--- src/rtl/uart_rx_param.sv ---
// Parametrised UART receiver: majority-voted sampling, parity/framing flags, valid/ready output.
// Define UART_RX_FIFO_EN for a FIFO_DEPTH-entry show-ahead receive FIFO (default: one holding register).
module uart_rx_param #(
    parameter int CLK_DIV    = 868,
    parameter int DATA_BITS  = 8,
    parameter int PARITY     = 0,
    parameter int STOP_BITS  = 1,
    parameter int FIFO_DEPTH = 16
) (
    input  logic                               clk,
    input  logic                               reset_n,
    input  logic                               rx,
    output logic [DATA_BITS-1:0]               rx_data,
    output logic                               rx_parity_err,
    output logic                               rx_frame_err,
    output logic                               rx_valid,
    input  logic                               rx_ready,
    output logic                               overrun,
    output logic                               busy,
    output logic [$clog2(FIFO_DEPTH+1)-1:0]    level
);

    localparam int LVW = $clog2(FIFO_DEPTH + 1);
    localparam int CW  = $clog2(CLK_DIV);
    localparam int H   = CLK_DIV / 2;
    localparam int WW  = DATA_BITS + 2;

    localparam logic [CW-1:0] C_S0   = CW'(H - 1);
    localparam logic [CW-1:0] C_S1   = CW'(H);
    localparam logic [CW-1:0] C_DEC  = CW'(H + 1);
    localparam logic [CW-1:0] C_LAST = CW'(CLK_DIV - 1);

    localparam logic [3:0] DB_LAST = 4'(DATA_BITS - 1);
    localparam logic [3:0] SB_LAST = 4'(STOP_BITS - 1);

    localparam logic [2:0] S_WAIT_IDLE = 3'd0;
    localparam logic [2:0] S_IDLE      = 3'd1;
    localparam logic [2:0] S_START     = 3'd2;
    localparam logic [2:0] S_DATA      = 3'd3;
    localparam logic [2:0] S_PARITY    = 3'd4;
    localparam logic [2:0] S_STOP      = 3'd5;

    logic                 rx_m;
    logic                 rx_s;
    logic [2:0]           state;
    logic [CW-1:0]        cnt;
    logic [3:0]           bit_idx;
    logic                 s0;
    logic                 s1;
    logic [DATA_BITS-1:0] shreg;
    logic                 par_err;
    logic                 frm_err;

    logic                 in_frame;
    logic                 at_dec;
    logic                 cnt_last;
    logic                 bit_val;
    logic                 exp_par;
    logic                 commit;
    logic [WW-1:0]        word;
    logic                 pop;

    // Synchroniser resets low so WAIT_IDLE only exits on a genuinely high line
    always_ff @(posedge clk or negedge reset_n) begin
        if (!reset_n) begin
            rx_m <= 1'b0;
            rx_s <= 1'b0;
        end else begin
            rx_m <= rx;
            rx_s <= rx_m;
        end
    end

    assign in_frame = (state == S_START) || (state == S_DATA) ||
                      (state == S_PARITY) || (state == S_STOP);
    assign at_dec   = in_frame && (cnt == C_DEC);
    assign cnt_last = cnt == C_LAST;
    assign bit_val  = (s0 & s1) | (s0 & rx_s) | (s1 & rx_s);
    assign exp_par  = (^shreg) ^ (PARITY == 1);
    assign busy     = in_frame;

    assign commit = (state == S_STOP) && at_dec && (bit_idx == SB_LAST);
    assign word   = {shreg, par_err, frm_err | ~bit_val};
    assign pop    = rx_valid && rx_ready;

    always_ff @(posedge clk or negedge reset_n) begin
        if (!reset_n) begin
            state   <= S_WAIT_IDLE;
            cnt     <= '0;
            bit_idx <= '0;
            s0      <= 1'b0;
            s1      <= 1'b0;
            shreg   <= '0;
            par_err <= 1'b0;
            frm_err <= 1'b0;
        end else begin
            if (in_frame) begin
                cnt <= cnt_last ? '0 : cnt + 1'b1;
                if (cnt == C_S0) s0 <= rx_s;
                if (cnt == C_S1) s1 <= rx_s;
            end
            case (state)
                S_WAIT_IDLE: begin
                    if (rx_s) state <= S_IDLE;
                end
                S_IDLE: begin
                    if (!rx_s) begin
                        state   <= S_START;
                        cnt     <= '0;
                        bit_idx <= '0;
                        par_err <= 1'b0;
                        frm_err <= 1'b0;
                    end
                end
                S_START: begin
                    if (at_dec && bit_val) state <= S_IDLE;
                    else if (cnt_last)     state <= S_DATA;
                end
                S_DATA: begin
                    if (at_dec) shreg <= {bit_val, shreg[DATA_BITS-1:1]};
                    if (cnt_last) begin
                        if (bit_idx == DB_LAST) begin
                            bit_idx <= '0;
                            state   <= (PARITY != 0) ? S_PARITY : S_STOP;
                        end else begin
                            bit_idx <= bit_idx + 4'd1;
                        end
                    end
                end
                S_PARITY: begin
                    if (at_dec)   par_err <= bit_val ^ exp_par;
                    if (cnt_last) state   <= S_STOP;
                end
                S_STOP: begin
                    if (at_dec) begin
                        if (!bit_val) frm_err <= 1'b1;
                        // A low final stop bit means break/line-low: wait for idle first
                        if (bit_idx == SB_LAST)
                            state <= bit_val ? S_IDLE : S_WAIT_IDLE;
                    end else if (cnt_last) begin
                        bit_idx <= bit_idx + 4'd1;
                    end
                end
                default: state <= S_WAIT_IDLE;
            endcase
        end
    end

`ifdef UART_RX_FIFO_EN
    localparam int AW = $clog2(FIFO_DEPTH);

    logic [WW-1:0]  mem [FIFO_DEPTH];
    logic [AW-1:0]  wr_ptr;
    logic [AW-1:0]  rd_ptr;
    logic [LVW-1:0] count;
    logic           full;
    logic           do_push;

    assign full    = count == LVW'(FIFO_DEPTH);
    assign do_push = commit && (!full || pop);

    always_ff @(posedge clk or negedge reset_n) begin
        if (!reset_n) begin
            for (int i = 0; i < FIFO_DEPTH; i++) mem[i] <= '0;
            wr_ptr  <= '0;
            rd_ptr  <= '0;
            count   <= '0;
            overrun <= 1'b0;
        end else begin
            overrun <= commit && full && !pop;
            if (do_push) begin
                mem[wr_ptr] <= word;
                wr_ptr      <= wr_ptr + 1'b1;
            end
            if (pop) rd_ptr <= rd_ptr + 1'b1;
            if (do_push && !pop)      count <= count + 1'b1;
            else if (!do_push && pop) count <= count - 1'b1;
        end
    end

    assign {rx_data, rx_parity_err, rx_frame_err} = mem[rd_ptr];
    assign rx_valid = count != '0;
    assign level    = count;
`else
    logic [WW-1:0] hold;
    logic          hold_v;

    always_ff @(posedge clk or negedge reset_n) begin
        if (!reset_n) begin
            hold    <= '0;
            hold_v  <= 1'b0;
            overrun <= 1'b0;
        end else begin
            overrun <= 1'b0;
            if (commit && (!hold_v || pop)) begin
                hold   <= word;
                hold_v <= 1'b1;
            end else if (commit) begin
                overrun <= 1'b1;
            end else if (pop) begin
                hold_v <= 1'b0;
            end
        end
    end

    assign {rx_data, rx_parity_err, rx_frame_err} = hold;
    assign rx_valid = hold_v;
    assign level    = LVW'(hold_v);
`endif

endmodule

--- config.mk ---
export PLATFORM = sky130hd
export DESIGN_NAME = uart_rx_param
export DESIGN_NICKNAME = d
export VERILOG_FILES = /design/src/rtl/uart_rx_param.sv
export SDC_FILE = /design/constraint.sdc
export NUM_CORES = 1
export LEC_CHECK = 0
export ABC_AREA = 1
export BUFFER_PORTS_ARGS = -buffer_cell sky130_fd_sc_hd__buf_2
export CAP_MARGIN = 20
export CELL_PAD_IN_SITES_DETAIL_PLACEMENT = 0
export CELL_PAD_IN_SITES_GLOBAL_PLACEMENT = 1
export CORE_MARGIN = 10
export CORE_UTILIZATION = 40
export DETAILED_ROUTE_END_ITERATION = 10
export MAX_ROUTING_LAYER = met4
export PLACE_DENSITY_LB_ADDON = 0.1
export SYNTH_ARGS = -nofsm -noshare
export SYNTH_HDL_FRONTEND = slang
export SYNTH_SLANG_ARGS = --single-unit
--- constraint.sdc ---
create_clock -name clk -period 2 [get_ports clk]
set_clock_uncertainty 0.1 [all_clocks]
set_input_delay 0.3 -clock clk [delete_from_list [all_inputs] [get_ports clk]]
set_output_delay 0.3 -clock clk [all_outputs]
set_load 0.1 [all_outputs]
==> impl_metrics.toml <==
[synth]
ys_types = 38
synth_commonest_cells = "78 x nand2_1, 43 x dfrtp_1, 34 x inv_1"
netlist_area_sq_um = 2440
yosysMostFrequentCell = "nand2_1"
synth_largest_area_cell = "dfrtp_1"
netlist_instances = 307
synth.avg_cell_area_sq_um = 7.94
synth-main-ff-cell = "dfrtp_1"
synth_area_leaders = "dfrtp_1 44%, nand2_1 12%, inv_1 5.2%"
synthArstFlopShare = 1.00
synth_edf_count = 0
seq_area_frac_synth = 0.442
ys_seq_elements = 43
ys_warn_count = 0
synth.top_cell.area_share = 0.442

[sta]
rsz0062_at_grt = "yes"
drv_slew = 0
clock.fmax_mhz = 521
hold_viol = 0
setup_violations = 0
fin_crit_sh = 0.959
fin_crit_ns = 1.92

[final_layout]
drive_gt1_frac = 0.197
diodes = 0
final_nets = 348
fillCellCount = 579
regArea_sq_um = 1080
utilization = 0.476
syn_to_final_growth_pct = 15.8
multiInputGateArea_sq_um = 1150

[floorplan]
top_level_ports = 22
dieHeight_um = 98.0
dieArea_sq_um = 9610
rows = 28
dieWidth_um = 98.0
start_util = 0.411
coreArea_sq_um = 5920

[power_and_ir_drop]
p_per_area_nw_per_um2 = 1100
finalPower_mw = 3.11
p_leak_nw = 1.31
peakVddDrop_mv = 0.654

[drt]
wl_per_cell_um = 12.8
num_vias = 2009
drc_errors = 0
drt_wl_total_um = 5300
drt_iter0_drc = 75
routed_via_density = 4.84
dr.pass1.iters = 4
postRouteAntennaNets = 0

[clocking]
cts_tree = "done"
clockBufferDepth = 2
htree_levels = 2
clkSlewWorstSetupHoldPaths_ns = 0.08
clkLatencyLatePin_ns = 0.29
ctsRootBufferMaster = "clkbuf_8"
cts_sinks = 43
cts_buffers = 5

[critical_path]
cp.required_ns = 1.60
crit_arrival_ns = 1.52
crit_type = "flop to primary output"
critPathLaunchType = "flop"
critPathCaptureType = "primary output"
path_max_fanout = 8

[run]
max-cap-violations = 0

[global_routing]
grtUsageTotal = 0.112
first_global_vias = 1908
grt_max_degree = 24
grt_first_pass_wirelength_um = 8850
grt_overflow = 0
antenna_found_initial = 0

[hold_path]
hold_path.class = "input port to flop"

[place]
io_buffers = 17
routabilityCongestion = 0.805
dpl.hpwl_um = 3960

[run_status]
status = "completed"
registers in the layout, indices dropped and copies added (netlist names):
signal    flops
bit_idx       4
par_err       1
rx_s          1
hold         10
rx_valid      1
shreg         8
rx_m          1
s1            1
overrun       1
cnt          10
s0            1
frm_err       1
state         3
area by class of cell:
class                   instances  share of cell area
clock inverters                 2              0.0124
clock buffers                   6              0.0293
repair buffers                 31              0.0790
inverters                      41              0.0546
multi-input cells             217               0.409
flip-flops and latches         43               0.382
well taps                      75              0.0333
power breakdown:
part	switching (mW)	internal, mW	total (mW)
clock network	0.298	0.404	0.702
logic	0.862	0.440	1.30
registers	0.130	0.976	1.11
total	1.29	1.82	3.11
cell usage in the layout, fill, tap and decap left out, types with 3 or more instances in the layout:
| master | count |
|---|---|
| a21oi_1 | 8 |
| nand2_1 | 78 |
| o21ai_1 | 15 |
| nand2_2 | 5 |
| conb_1 | 4 |
| nor3_1 | 8 |
| dfrtp_1 | 41 |
| clkbuf_8 | 6 |
| nor2_1 | 20 |
| a22oi_1 | 3 |
| inv_2 | 7 |
| buf_2 | 16 |
| nor2_2 | 3 |
| o21ai_0 | 15 |
| nand4_1 | 10 |
| buf_4 | 11 |
| inv_1 | 34 |
| nand3_1 | 21 |
| ha_1 | 4 |
per-layer routing:
metal  GRT usage  share of wire  up-vias
li1            -              -     1058
met1       0.138           0.48      902
met2       0.170           0.46       40
met3      0.0268          0.050        9
met4      0.0503          0.016        0
met5           -              0        -
worst max-delay path: stages, from the launching register on:
cell and delay (ns):
dfrtp_2 0.48, inv_1 0.11, nand2_2 0.11, nand3_4 0.17, buf_4 0.19, buf_12 0.18
logic make-up after synthesis:
family,after synthesis,share of synthesized area
compound gates,49,0.120
xor+xnor,4,0.0144
fa+ha+maj,5,0.0257
buf+inv,50,0.0904
flops,43,0.442
mux,1,0.00411
other cells,1,0.00154
simple gates,154,0.302
path summary, 6_finish.rpt:
check / from / to / slack, ns / cells after the start
worst max-delay path: state[2] / busy / 0.08 / 5
worst min-delay path: rx_ready / overrun / 0.21 / 4
worst max register to register: cnt[1] / bit_idx[1] / 0.17 / 8
worst min register to register: rx_m / rx_s / 0.26 / 0
max in group asynchronous: reset_n / state[1] / 0.90 / 3
min in group asynchronous: reset_n / hold[5] / 0.39 / 2
metrics by stage:
step / hold slack, ns / instance area, sq um / worst slack [ns] / setup TNS (ns) / instances
CTS: 0.201 / 2790 / 0.0285 / 0 / 412
global placement: 0.194 / 2660 / 0.223 / 0 / 402
detailed placement: 0.197 / 2660 / 0.156 / 0 / 402
global route: 0.235 / 2820 / -0.0000915 / -0.0000915 / 415
floorplan: -0.0956 / 2450 / 0.217 / 0 / 310
finish: 0.208 / 2820 / 0.0822 / 0 / 415
timing repair:
item | CTS | global route
setup endpoints to repair | 1 | 5
hold buffers | 2 | 0
resized for setup | 1 | 2
hold endpoints to repair | 21 | 0
setup buffers | 0 | 3
Power figures use the tool's default switching activity.
